## src/rtl/uart_rx_frame_assembler.sv

```systemverilog
// rtl/uart_rx_frame_assembler.sv - UART RX frame assembler (LSB-first), optional parity via UART_RX_PARITY_EN
module uart_rx_frame_assembler #(
    parameter int DATA_BITS = 8,
    parameter int STOP_BITS = 1
) (
    input  logic                 clk,
    input  logic                 rst_n,
    input  logic                 bit_sample,
    input  logic                 bit_valid,
    input  logic                 start_detected,
    input  logic                 parity_en,
    input  logic                 parity_odd,
    input  logic                 rx_read,
    input  logic                 err_clr,
    output logic [DATA_BITS-1:0] rx_data,
    output logic                 rx_valid,
    output logic                 frame_complete,
    output logic                 error_clear,
    output logic                 framing_error,
    output logic                 parity_error,
    output logic                 overrun_error
);

`ifdef UART_RX_PARITY_EN
    typedef enum logic [1:0] {S_IDLE, S_DATA, S_PARITY, S_STOP} state_t;
`else
    typedef enum logic [1:0] {S_IDLE, S_DATA, S_STOP} state_t;
`endif

    localparam logic [2:0] LAST_DATA = 3'(DATA_BITS - 1);
    localparam logic [2:0] LAST_STOP = 3'(STOP_BITS - 1);

    state_t                 state_q, state_d;
    logic [2:0]             cnt_q, cnt_d;
    logic [DATA_BITS-1:0]   shift_q, shift_d;
    logic [DATA_BITS-1:0]   rx_data_q, rx_data_d;
    logic                   rx_valid_q, rx_valid_d;
    logic                   fc_q, fc_d;
    logic                   ec_q, ec_d;
    logic                   fe_q, fe_d;
    logic                   oe_q, oe_d;
    logic                   complete;

`ifdef UART_RX_PARITY_EN
    logic                   par_q, par_d;
    logic                   pe_q, pe_d;
`else
    logic                   unused_parity_cfg;
    assign unused_parity_cfg = parity_en ^ parity_odd;
`endif

    always_comb begin
        state_d    = state_q;
        cnt_d      = cnt_q;
        shift_d    = shift_q;
        rx_data_d  = rx_data_q;
        rx_valid_d = rx_valid_q;
        fe_d       = fe_q;
        oe_d       = oe_q;
        complete   = 1'b0;
`ifdef UART_RX_PARITY_EN
        par_d      = par_q;
        pe_d       = pe_q;
`endif
        // A start strobe always (re)begins a frame, discarding any partial word.
        if (start_detected) begin
            state_d = S_DATA;
            cnt_d   = 3'd0;
            shift_d = '0;
`ifdef UART_RX_PARITY_EN
            par_d   = 1'b0;
`endif
        end else if (bit_valid) begin
            unique case (state_q)
                S_DATA: begin
                    shift_d = {bit_sample, shift_q[DATA_BITS-1:1]};
`ifdef UART_RX_PARITY_EN
                    par_d   = par_q ^ bit_sample;
`endif
                    if (cnt_q == LAST_DATA) begin
                        cnt_d = 3'd0;
`ifdef UART_RX_PARITY_EN
                        state_d = parity_en ? S_PARITY : S_STOP;
`else
                        state_d = S_STOP;
`endif
                    end else begin
                        cnt_d = cnt_q + 3'd1;
                    end
                end
`ifdef UART_RX_PARITY_EN
                S_PARITY: begin
                    if (par_q ^ bit_sample ^ parity_odd) pe_d = 1'b1;
                    state_d = S_STOP;
                end
`endif
                S_STOP: begin
                    if (!bit_sample) fe_d = 1'b1;
                    if (cnt_q == LAST_STOP) begin
                        state_d  = S_IDLE;
                        cnt_d    = 3'd0;
                        complete = 1'b1;
                    end else begin
                        cnt_d = cnt_q + 3'd1;
                    end
                end
                default: ;
            endcase
        end

        if (err_clr) begin
            state_d = S_IDLE;
            cnt_d   = 3'd0;
            fe_d    = 1'b0;
            oe_d    = 1'b0;
`ifdef UART_RX_PARITY_EN
            pe_d    = 1'b0;
`endif
        end

        // Handshake runs after the clear so an overrun at completion survives err_clr.
        if (rx_read && rx_valid_q) rx_valid_d = 1'b0;
        if (complete) begin
            if (!rx_valid_q || rx_read) begin
                rx_data_d  = shift_q;
                rx_valid_d = 1'b1;
            end else begin
                oe_d = 1'b1;
            end
        end

        fc_d = complete;
        ec_d = err_clr;
    end

    always_ff @(posedge clk or negedge rst_n) begin
        if (!rst_n) begin
            state_q    <= S_IDLE;
            cnt_q      <= 3'd0;
            shift_q    <= '0;
            rx_data_q  <= '0;
            rx_valid_q <= 1'b0;
            fc_q       <= 1'b0;
            ec_q       <= 1'b0;
            fe_q       <= 1'b0;
            oe_q       <= 1'b0;
`ifdef UART_RX_PARITY_EN
            par_q      <= 1'b0;
            pe_q       <= 1'b0;
`endif
        end else begin
            state_q    <= state_d;
            cnt_q      <= cnt_d;
            shift_q    <= shift_d;
            rx_data_q  <= rx_data_d;
            rx_valid_q <= rx_valid_d;
            fc_q       <= fc_d;
            ec_q       <= ec_d;
            fe_q       <= fe_d;
            oe_q       <= oe_d;
`ifdef UART_RX_PARITY_EN
            par_q      <= par_d;
            pe_q       <= pe_d;
`endif
        end
    end

    assign rx_data        = rx_data_q;
    assign rx_valid       = rx_valid_q;
    assign frame_complete = fc_q;
    assign error_clear    = ec_q;
    assign framing_error  = fe_q;
    assign overrun_error  = oe_q;
`ifdef UART_RX_PARITY_EN
    assign parity_error   = pe_q;
`else
    assign parity_error   = 1'b0;
`endif

endmodule

```

## config.mk

```make
export PLATFORM = sky130hd
export DESIGN_NAME = uart_rx_frame_assembler
export DESIGN_NICKNAME = d
export VERILOG_FILES = /design/src/rtl/uart_rx_frame_assembler.sv
export SDC_FILE = /design/constraint.sdc
export NUM_CORES = 1
export LEC_CHECK = 0
export CAP_MARGIN = 20
export CORE_MARGIN = 8
export CORE_UTILIZATION = 45
export CTS_BUF_LIST = sky130_fd_sc_hd__clkbuf_4 sky130_fd_sc_hd__clkbuf_8 sky130_fd_sc_hd__clkbuf_16
export DETAILED_ROUTE_END_ITERATION = 10
export MAX_ROUTING_LAYER = met4
export PLACE_DENSITY = 0.74
export RECOVER_POWER = 50
export REMOVE_ABC_BUFFERS = 1
export SLEW_MARGIN = 20
export SYNTH_ARGS = -nofsm -noshare
export SYNTH_HDL_FRONTEND = slang
export SYNTH_SLANG_ARGS = --single-unit
```

## constraint.sdc

```tcl
create_clock -name clk -period 1.75 [get_ports clk]
set_clock_uncertainty 0.2 [all_clocks]
set_input_delay 0.2625 -clock clk [delete_from_list [all_inputs] [get_ports clk]]
set_output_delay 0.2625 -clock clk [all_outputs]
set_load 0.01 [all_outputs]
```

==> results of run 1 <==
## worst max-delay path, delay by kind of cell, from the launching register on
kind	cells	cell delay, ps
simple gates	2	300
buf+inv	2	250
flops	1	410
fa+ha+maj	1	150
mux	1	300
## metrics by stage
| stage | cell area (um2) | power (mW) | cells |
|---|---|---|---|
| after floorplan | 1150 | 0.672 | 103 |
| after global placement | 1500 | 0.742 | 166 |
| after detailed placement | 1500 | 0.747 | 166 |
| after CTS | 1580 | 1.01 | 171 |
| after global routing | 1600 | 1.06 | 171 |
| final | 1600 | 1.01 | 171 |
## metal layers
layer | track usage [%] | vias up | share of wire (%) | wire (um)
li1 | - | 435 | - | -
met1 | 15.2 | 441 | 44 | 1140
met2 | 21.7 | 22 | 49 | 1290
met3 | 2.85 | 5 | 4.8 | 125
met4 | 5.48 | 0 | 1.9 | 49
met5 | - | - | 0 | 0
## synth_stat cells, drive strengths merged, types with 3 or more instances
library cell / n
o21ai: 4
inv: 6
nand2: 11
a21oi: 10
nor2: 3
mux2: 8
ha: 5
nand3: 11
clkbuf: 3
dfrtp: 26
nand2b: 5
## layout make-up
| type | instances | area, um2 |
|---|---|---|
| fillers | 220 | 878 |
| flip-flops and latches | 26 | 651 |
| multi-input cells | 71 | 538 |
| repair buffers | 35 | 328 |
| well taps | 30 | 37.5 |
| clock buffers | 3 | 22.5 |
| inverters | 6 | 22.5 |
## worst max-delay path by stage
stage | start | end | slack (ps)
2_1_floorplan | state_q[0] | rx_data[0] | -50
3_3_place_gp | start_detected | rx_data[3] | -210
3_5_place_dp | start_detected | rx_data[5] | -240
4_1_cts | state_q[0] | rx_data[5] | -20
5_1_grt | state_q[0] | rx_data[5] | -30
6_report | state_q[0] | rx_data[7] | 30
## cell families (layout without fill, tap and decap cells)
logic type,Yosys count,count (layout)
AOI/OAI and AO/OA,18,18
adders and majority gates,5,5
buffers and inverters,10,44
DFF,26,26
muxes,8,8
other,1,1
and+or+nand+nor,39,39
## registers in the layout, summed over array words and instances (netlist names)
name	count
error_clear	1
frame_complete	1
cnt_q	3
rx_valid	1
framing_error	1
rx_data	8
overrun_error	1
shift_q	8
state_q	2
## power groups by stage
| stage | combinational, mW | clock, mW | sequential (mW) |
|---|---|---|---|
| final | 0.134 | 0.256 | 0.616 |
| after CTS | 0.132 | 0.261 | 0.615 |
| after floorplan | 0.0445 | 0 | 0.628 |
| after detailed placement | 0.121 | 0 | 0.626 |
| after global routing | 0.150 | 0.291 | 0.617 |
| after global placement | 0.116 | 0 | 0.626 |
## layout by cell type (no fill, tap or decap), types with 3 or more instances in the layout
| master | n |
|---|---|
| sky130_fd_sc_hd__nor2_1 | 3 |
| sky130_fd_sc_hd__o21ai_0 | 3 |
| sky130_fd_sc_hd__clkdlybuf4s50_1 | 15 |
| sky130_fd_sc_hd__nand2_1 | 11 |
| sky130_fd_sc_hd__nand2b_1 | 5 |
| sky130_fd_sc_hd__ha_1 | 3 |
| sky130_fd_sc_hd__nand3_1 | 11 |
| sky130_fd_sc_hd__clkbuf_4 | 3 |
| sky130_fd_sc_hd__inv_2 | 3 |
| sky130_fd_sc_hd__mux2_4 | 8 |
| sky130_fd_sc_hd__inv_1 | 3 |
| sky130_fd_sc_hd__a21oi_1 | 10 |
| sky130_fd_sc_hd__dfrtp_1 | 26 |
| sky130_fd_sc_hd__buf_4 | 14 |
| sky130_fd_sc_hd__dlymetal6s2s_1 | 3 |
## what timing repair did
| item | CTS | global route |
|---|---|---|
| gates resized for setup | 12 | 8 |
| setup endpoints to repair | 8 | 14 |
| buffers inserted | 2 | 0 |
| pin swaps | 2 | 3 |
==> out/qor_table.md, run 1 <==
| Item | Value | Unit |
| --- | --- | --- |
| Cell type with the highest aggregate area in the netlist | sky130_fd_sc_hd__dfrtp_1 | - |
| Wirelength per Cell | 15.2 | um |
| Total congestion overflow | 0 | - |
| Worst min-delay path class | in2async | - |
| Instance count of the mapped netlist | 107 | - |
| Fraction of synthesized cell area in xor and xnor cells | 0 | % |
| Vias per inst | 5.28 | - |
| Setup-violating endpoint count in the final report | 0 | - |
| Maximum number of pins on one net before global-route repair | 27 | - |
| Layout net count | 157 | - |
| Worst reg2reg path startpoint | state_q[0] | - |
| Power Internal | 754 | uW |
| Dominant combinational cell family by area after synthesis | simple AND/OR/NAND/NOR gates | - |
| Worst EP arrival | 1740 | ps |
| Total via count in the routed design | 903 | - |
| Aggregate global-route resource usage | 13.2 | % |
| Clock period minus worst slack | 1720 | ps |
| Outcome | complete, no violations | - |
| CTS H-tree lvls | 1 | - |
| Number of cells on the worst reg-to-reg path | 6 | - |
| EDFF count, synth | 0 | - |
| Post-Synth Simple-Gate Area | 19.2 | % |
| Flop and latch count out of synthesis | 26 | - |
| Floorplan die width | 67.0 | um |
| DRC violation total after the first TritonRoute iteration | 40 | - |
| Area added between synthesis and finish | 36.4 | % |
| Antenna diode instance count | 0 | - |
| Multiplexer fraction of the synthesized cell area | 7.68 | % |
| Post-synthesis compound-gate area fraction | 8.43 | % |
| Slew at the pin with the worst max-slew slack | 654 | ps |
| Hold_buf cts | 0 | - |
| Number of input and output port buffers inserted | 19 | - |
| Crit path max fanout | 8 | - |
| Synthesized-area fraction occupied by adder cells | 5.34 | % |
| Number of pins with negative max-slew slack in the final report | 0 | - |
| Achievable frequency | 0.580 | GHz |
| Max rail drop VDD | 482 | uV |
| Async set or reset register ratio after synthesis | 100 | % |
| Worst EP required | 1770 | ps |
| Final RePlAce weighted congestion | 0.926 | - |
| Core Box Area | 2480 | um2 |
| Clock Pin Slew Worst Setup and Hold Paths | 140 | ps |
| Antenna violations before repair | 0 | - |
| Die Outline Area | 4490 | um2 |
| Relative contribution of combinational cells to total power | 13.3 | % |
| Number of global-route vias before repair | 951 | - |
| Rel. slew slack | 56.4 | % |
| Clock tree sinks | 26 | - |
| Global-route wire length before repair | 4.47 | mm |
| Ranking of synthesized cells by area | sky130_fd_sc_hd__dfrtp_1 55%, sky130_fd_sc_hd__mux2_2 7.7%, sky130_fd_sc_hd__ha_1 5.3%, sky130_fd_sc_hd__nand3_1 4.7%, sky130_fd_sc_hd__a21oi_1 4.3% | - |
| Cell area power density | 629 | nW/um2 |
| Final hold vios | 0 | - |
| Proportion of layout cells with a drive suffix above 1 | 26.2 | % |
| Height of the die | 67.0 | um |
| Sequential group share of total power | 61.3 | % |
| CTS tree | done | - |
| Clock buffers created by TritonCTS | 3 | - |
| Rows | 18 | - |
| Type of origin of the critical path | flop | - |
| WS Path Type | reg2reg | - |
| Total I/O pin count | 23 | - |
| Proportion of synthesized chip area in sequential cells | 55.5 | % |
| Capturing point of the worst reg2reg path | rx_data[7] | - |
| Synthesis warning total | 0 | - |
| Fin util | 64.5 | % |
| Pre-CTS setup slack | -244 | ps |
| RSZ-0062 raised after global routing | yes | - |
| Leading register cell type out of synthesis | sky130_fd_sc_hd__dfrtp_1 | - |
| Fin Setup TNS | 0 | ps |
| Count of max-cap constraint violations | 0 | - |
| Cells along the critical path | inv_2 -> ha_4 -> nand3b_4 -> nor3b_4 -> buf_12 -> mux2_4 | - |
| Clock tree buffer depth | 2 | - |
| Standard cell with the maximum stage delay on the critical path | sky130_fd_sc_hd__dfrtp_1 | - |
| Number of nets with antenna violations after routing | 0 | - |
| Sw frac | 25.0 | % |
| Final critical-path setup slack | 26.5 | ps |
| Total Routed Length | 2.60 | mm |
| Master cell of the clock root buffer | sky130_fd_sc_hd__clkbuf_4 | - |
| Proportion of power drawn by the clock network | 25.4 | % |
| Largest incremental delay on the critical path | 410 | ps |
| Insertion delay to the later sink of the worst-skew pair | 320 | ps |
| Critical Path End Type | flop | - |
| Post-synthesis cell type count | 24 | - |
| Sum of net half-perimeters after detailed placement | 1.87 | mm |
| Area of the mapped netlist | 1170 | um2 |
| Switching pwr | 251 | uW |
| Worst Hold Slack | 275 | ps |
| DR pass1 iterations | 4 | - |
| Leakage power | 0.780 | nW |
| Starting density of the core | 47.3 | % |
| Fin crit share | 98.5 | % |
| Worst setup slack for register-to-register paths | 30 | ps |
| Synthesized area per cell | 11.0 | um2 |
| Number of DRC violations after detailed routing | 0 | - |
| Fraction of synthesized cell area taken by the top area cell type | 55.5 | % |
Note: power is estimated with default switching activity, not from simulation.
==> run 2: changes to the inputs <==
--- a/config.mk
+++ b/config.mk
@@ -6,6 +6,7 @@
 export NUM_CORES = 1
 export LEC_CHECK = 0
 export CAP_MARGIN = 20
+export CORE_ASPECT_RATIO = 0.7
 export CORE_MARGIN = 8
 export CORE_UTILIZATION = 45
 export CTS_BUF_LIST = sky130_fd_sc_hd__clkbuf_4 sky130_fd_sc_hd__clkbuf_8 sky130_fd_sc_hd__clkbuf_16
==> run 2 against run 1 <==
  * The flow now finishes with violations (setup timing)
  * Power grew 12%
  * Critical endpoint unchanged
  * Sequential share of layout area is essentially flat
  * Global-route usage shrank 2.0 points
  * Critical path type unchanged
==> out/qor_table.md, run 2 (synthesis gave the netlist of run 1 again) <==
| Item | Value | Unit |
| --- | --- | --- |
| Final hold vios | 0 | - |
| Hold path start | rx_data[4] | - |
| Clock tree sinks | 26 | - |
| Worst EP required | 1710 | ps |
| Number of nets with antenna violations after routing | 0 | - |
| Rel. slew slack | 56.7 | % |
| Hold_buf cts | 0 | - |
| Final RePlAce weighted congestion | 0.766 | - |
| Vias per inst | 5.16 | - |
| Total congestion overflow | 0 | - |
| Aggregate global-route resource usage | 11.2 | % |
| Master cell of the clock root buffer | sky130_fd_sc_hd__clkbuf_8 | - |
| Power consumption | 1.13 | mW |
| Layout net count | 154 | - |
| Height of the die | 58.7 | um |
| Clock buffers created by TritonCTS | 3 | - |
| Max rail drop VDD | 532 | uV |
| Clock tree buffer depth | 2 | - |
| Number of DRC violations after detailed routing | 0 | - |
| WS Path Type | reg2reg | - |
| Relative contribution of combinational cells to total power | 11.2 | % |
| Starting density of the core | 47.3 | % |
| Final-layout fill cell count | 209 | - |
| Critical Path End Type | flop | - |
| Maximum number of pins on one net before global-route repair | 27 | - |
| Antenna violations before repair | 0 | - |
| RSZ-0062 raised after global routing | yes | - |
| Switching pwr | 260 | uW |
| Crit path max fanout | 8 | - |
| Clock period minus worst slack | 1760 | ps |
| Wirelength per Cell | 14.9 | um |
| Area added between synthesis and finish | 36.3 | % |
| Most used cells in the layout excluding fill and tap cells | 26 x sky130_fd_sc_hd__dfrtp_1, 17 x sky130_fd_sc_hd__clkdlybuf4s50_1, 11 x sky130_fd_sc_hd__nand2_1, 11 x sky130_fd_sc_hd__nand3_1, 11 x sky130_fd_sc_hd__buf_4 | - |
| Fin crit share | 101 | % |
| Type of origin of the critical path | flop | - |
| Outcome | complete, but fails checks | - |
| Sw frac | 23.1 | % |
| Worst min-delay path class | reg2reg | - |
| Number of pins with negative max-slew slack in the final report | 0 | - |
| DRC violation total after the first TritonRoute iteration | 55 | - |
| Most common cell after layout, fill and taps aside | sky130_fd_sc_hd__dfrtp_1 | - |
| DR pass1 iterations | 4 | - |
| Slew at the pin with the worst max-slew slack | 649 | ps |
| CTS tree | done | - |
| Worst EP arrival | 1720 | ps |
| Clock Pin Slew Worst Setup and Hold Paths | 90 | ps |
| Final critical-path setup slack | -10.2 | ps |
| Achievable frequency | 0.568 | GHz |
| Number of cells traversed by the worst hold path | 1 | - |
| Sequential group share of total power | 54.6 | % |
| Power Internal | 866 | uW |
| Capturing point of the worst reg2reg path | rx_data[7] | - |
| Proportion of layout cells with a drive suffix above 1 | 23.7 | % |
| Proportion of power drawn by the clock network | 34.2 | % |
| Antenna diode instance count | 0 | - |
| Setup-violating endpoint count in the final report | 7 | - |
| Rows | 15 | - |
| Number of global-route vias before repair | 830 | - |
| Sum of net half-perimeters after detailed placement | 1.83 | mm |
| Die Outline Area | 4520 | um2 |
| CTS H-tree lvls | 1 | - |
| Fin util | 64.5 | % |
| Total I/O pin count | 23 | - |
| Cell area power density | 705 | nW/um2 |
| Count of max-cap constraint violations | 0 | - |
| Total via count in the routed design | 892 | - |
| Worst setup slack for register-to-register paths | -10 | ps |
| Violations in the final reports | setup timing | - |
| Core Box Area | 2480 | um2 |
| Leakage power | 0.721 | nW |
| Number of cells on the worst reg-to-reg path | 6 | - |
| Total Routed Length | 2.58 | mm |
| Worst reg2reg path startpoint | cnt_q[1] | - |
| Insertion delay to the later sink of the worst-skew pair | 270 | ps |
| Terminating pin of the worst hold path | rx_data[4] | - |
| Floorplan die width | 77.0 | um |
| Number of input and output port buffers inserted | 19 | - |
| Global-route wire length before repair | 3.91 | mm |
run 2: changes by cell type in the layout (fill, tap and decap cells not counted), sizes merged:
| cell | delta |
|---|---|
| buf | -3 |
| dlymetal6s2s | -3 |
| dlygate4sd3 | +1 |
| clkdlybuf4s50 | +2 |
| clkbuf | +1 |
run 2: worst max path at each step:
stage,from,end,slack (ps)
after floorplan,state_q[0],rx_data[0],-50
after global placement,start_detected,rx_data[6],-190
after detailed placement,start_detected,rx_data[1],-190
after CTS,state_q[0],rx_data[3],-10
after global routing,state_q[0],rx_data[5],-70
final,cnt_q[1],rx_data[7],-10
run 2: layout make-up:
type | count | area [um2] | share of cell area (%)
Timing Repair Buffer | 32 | 298 | 18.6
Tap cell | 34 | 42.5 | 2.66
Clock buffer | 4 | 55.1 | 3.45
Inverter | 6 | 22.5 | 1.41
Sequential cell | 26 | 651 | 40.7
Multi-Input combinational cell | 71 | 529 | 33.1
run 2: power by group through the flow:
stage | Combinational [mW] | Sequential, mW | Clock [mW]
final | 0.126 | 0.615 | 0.386
after global routing | 0.138 | 0.616 | 0.420
after CTS | 0.126 | 0.614 | 0.396
after detailed placement | 0.119 | 0.626 | 0
after global placement | 0.115 | 0.626 | 0
after floorplan | 0.0445 | 0.628 | 0
run 2: layer usage:
metal / track usage, % / vias up / part of all wire (%)
met5: - / - / 0
met4: 5.08 / 0 / 0
met3: 4.26 / 0 / 5.5
met2: 15.9 / 31 / 47
met1: 13.8 / 432 / 48
li1: - / 429 / -
run 2: worst max-delay path, stage by stage, from the launching register on:
cell and delay, ps:
sky130_fd_sc_hd__dfrtp_1 390, sky130_fd_sc_hd__inv_1 110, sky130_fd_sc_hd__ha_4 160, sky130_fd_sc_hd__nand3b_4 90
sky130_fd_sc_hd__nor3b_4 230, sky130_fd_sc_hd__buf_12 170, sky130_fd_sc_hd__mux2_4 300
run 2: timing repair:
action / in CTS / in global routing
setup buffers: 0 / 0
pin swaps: 0 / 3
resized for setup: 5 / 8
endpoints found under the setup margin: 8 / 9
run 2: stage by stage:
| stage | hold WS, ps | setup TNS, ps | area (um2) | std cells | worst slack (ps) |
|---|---|---|---|---|---|
| after floorplan | -233 | -411 | 1150 | 103 | -51.3 |
| final | 317 | -51.8 | 1600 | 173 | -10.2 |
| after detailed placement | 296 | -1650 | 1500 | 169 | -191 |
| after CTS | 169 | -34.8 | 1570 | 173 | -11.6 |
| after global routing | 345 | -562 | 1600 | 173 | -70.7 |
| after global placement | 287 | -1510 | 1500 | 169 | -187 |
==> run 3: changes to the inputs <==
--- a/config.mk
+++ b/config.mk
@@ -5,16 +5,17 @@
 export SDC_FILE = /design/constraint.sdc
 export NUM_CORES = 1
 export LEC_CHECK = 0
-export CAP_MARGIN = 20
 export CORE_ASPECT_RATIO = 0.7
 export CORE_MARGIN = 8
 export CORE_UTILIZATION = 45
 export CTS_BUF_LIST = sky130_fd_sc_hd__clkbuf_4 sky130_fd_sc_hd__clkbuf_8 sky130_fd_sc_hd__clkbuf_16
+export CTS_CLUSTER_DIAMETER = 80
 export DETAILED_ROUTE_END_ITERATION = 10
 export MAX_ROUTING_LAYER = met4
 export PLACE_DENSITY = 0.74
 export RECOVER_POWER = 50
 export REMOVE_ABC_BUFFERS = 1
+export SETUP_SLACK_MARGIN = 0.15
 export SLEW_MARGIN = 20
 export SYNTH_ARGS = -nofsm -noshare
 export SYNTH_HDL_FRONTEND = slang
==> run 3 against run 2 <==
  * The run now ends clean
  * Via count fell by 1.7%
  * Routed wire length rose by 2.2%
  * Sequential cell count did not move
  * Power rose by 0.97%
  * Sequential share of layout area fell by 1.2 points
  * Count of clock-buffer cells in the layout did not move
  * Sequential power barely moved
  * Worst hold slack got worse by 5.0 ps
  * Non-clock buffer count rose by 1
  * Combinational power rose by 10%
  * Die area did not move
  * Largest cell class unchanged
==> out/qor_table.md, run 3 (synthesis gave the netlist of run 1 again) <==
| Item | Value | Unit |
| --- | --- | --- |
| Number of input and output port buffers inserted | 19 | - |
| Crit path depth | 6 | - |
| Rows | 15 | - |
| Most common cell after layout, fill and taps aside | sky130_fd_sc_hd__dfrtp_1 | - |
| Sum of net half-perimeters after detailed placement | 1.83 | mm |
| Area added between synthesis and finish | 40.3 | % |
| Wirelength per Cell | 15.2 | um |
| Number of cells on the worst reg-to-reg path | 6 | - |
| Buf/Inv on CP | 2 | - |
| Worst EP required | 1710 | ps |
| CTS H-tree lvls | 1 | - |
| Number of nets with antenna violations after routing | 0 | - |
| Slew at the pin with the worst max-slew slack | 638 | ps |
| Pre-CTS setup slack | -191 | ps |
| Outcome | complete, no violations | - |
| Aggregate global-route resource usage | 11.8 | % |
| Worst reg2reg path startpoint | state_q[0] | - |
| Cells along the critical path | inv_2 -> ha_4 -> nand3b_4 -> nor3b_4 -> buf_12 -> mux2_4 | - |
| Max rail drop VDD | 563 | uV |
| Critical Path End Type | flop | - |
| Rel. slew slack | 57.5 | % |
| Total Routed Length | 2.64 | mm |
| Crit path max fanout | 8 | - |
| Largest incremental delay on the critical path | 400 | ps |
| Crit path to | rx_data[5] | - |
| Clock tree sinks | 26 | - |
| Vias per inst | 5.04 | - |
| Capturing point of the worst reg2reg path | rx_data[5] | - |
| WS Path Type | reg2reg | - |
| Insertion delay to the later sink of the worst-skew pair | 270 | ps |
| Count of max-cap constraint violations | 0 | - |
| Worst setup slack for register-to-register paths | 50 | ps |
| Final RePlAce weighted congestion | 0.766 | - |
| Fin crit share | 97.4 | % |
| Cell area power density | 691 | nW/um2 |
| Final-layout fill cell count | 197 | - |
| Most used cells in the layout excluding fill and tap cells | 26 x sky130_fd_sc_hd__dfrtp_1, 12 x sky130_fd_sc_hd__buf_4, 11 x sky130_fd_sc_hd__dlygate4sd2_1, 10 x sky130_fd_sc_hd__nand2_1, 10 x sky130_fd_sc_hd__nand3_1 | - |
| Total via count in the routed design | 877 | - |
| Power consumption | 1.14 | mW |
| Number of global-route vias before repair | 854 | - |
| Total I/O pin count | 23 | - |
| Floorplan die width | 77.0 | um |
| Worst EP arrival | 1670 | ps |
| Standard cell with the maximum stage delay on the critical path | sky130_fd_sc_hd__dfrtp_1 | - |
| Height of the die | 58.7 | um |
| Startpoint of the worst setup timing path | state_q[0] | - |
| Antenna diode instance count | 0 | - |
| Clock tree buffer depth | 2 | - |
| RSZ-0062 raised after global routing | yes | - |
| Final hold vios | 0 | - |
| Hold_buf cts | 0 | - |
| Clock period minus worst slack | 1700 | ps |
| Register cell area after layout | 651 | um2 |
| Fin util | 66.4 | % |
| Final critical-path setup slack | 46.1 | ps |
| Clock Pin Slew Worst Setup and Hold Paths | 90 | ps |
| CTS tree | done | - |
| Worst min-delay path class | reg2reg | - |
| Layout net count | 155 | - |
| Maximum number of pins on one net before global-route repair | 27 | - |
| Worst Hold Slack | 312 | ps |
| Area used by multi-input combinational logic | 581 | um2 |
| Setup-violating endpoint count in the final report | 0 | - |
| Hold path start | rx_data[1] | - |
| Total congestion overflow | 0 | - |
| Master cell of the clock root buffer | sky130_fd_sc_hd__clkbuf_8 | - |
| Type of origin of the critical path | flop | - |
| Number of pins with negative max-slew slack in the final report | 0 | - |
| Proportion of layout cells with a drive suffix above 1 | 31.4 | % |
| Die Outline Area | 4520 | um2 |
| Core Box Area | 2480 | um2 |
| Number of DRC violations after detailed routing | 0 | - |
| Antenna violations before repair | 0 | - |
| Starting density of the core | 47.3 | % |
| DRC violation total after the first TritonRoute iteration | 57 | - |
| Cell family with the largest share of critical-path delay | flip-flops | - |
| DR pass1 iterations | 4 | - |
| Leakage power | 0.817 | nW |
| Clock buffers created by TritonCTS | 3 | - |
| Global-route wire length before repair | 4.14 | mm |
| Achievable frequency | 0.587 | GHz |
[run 3: metal layers]
metal	track usage [%]	vias to the layer above	share of wire [%]
li1	-	431	-
met1	14.1	425	47
met2	17.2	21	48
met3	4.56	0	5.1
met4	5.61	0	0
met5	-	-	0
[run 3: worst min-delay path by stage]
| stage | to | slack, ps | depth (start not counted) |
|---|---|---|---|
| after floorplan | cnt_q[0] | -230 | 0 |
| after global placement | framing_error | 290 | 2 |
| after detailed placement | rx_data[4] | 300 | 1 |
| after CTS | cnt_q[0] | 170 | 2 |
| after global routing | rx_data[7] | 330 | 1 |
| final | rx_data[1] | 310 | 1 |
[run 3: final cells by class]
class	count	share of cell area (%)
Sequential cell	26	39.5
Tap cell	34	2.59
Timing Repair Buffer	33	17.9
Inverter	6	1.37
Clock buffer	4	3.35
Multi-Input combinational cell	71	35.3
[run 3: where the power goes]
| group | switching [mW] | internal [mW] |
|---|---|---|
| Clock | 0.182 | 0.201 |
| Combinational | 0.0757 | 0.0636 |
| Sequential | 0.00609 | 0.609 |
| Total | 0.264 | 0.874 |
[run 3: what timing repair did]
item,in CTS,in global routing
setup buffers,0,1
pin swaps,4,4
resized for setup,32,8
setup endpoints to repair,30,19
[run 3: worst reg2reg max path: cells and delay by family (launching register included)]
kind                     cells  cell delay, ps
adder cells (fa/ha/maj)      1             140
AND/OR/NAND/NOR              2             310
flip-flops                   1             400
multiplexers                 1             300
buffers and inverters        2             240
[run 3: through the flow]
| step | TNS, ps | cells | area, um2 |
|---|---|---|---|
| 2_1_floorplan | -411 | 103 | 1150 |
| 3_3_place_gp | -1510 | 169 | 1500 |
| 3_5_place_dp | -1650 | 169 | 1500 |
| 4_1_cts | 0 | 173 | 1610 |
| 5_1_grt | -53.0 | 174 | 1650 |
| 6_report | 0 | 174 | 1650 |
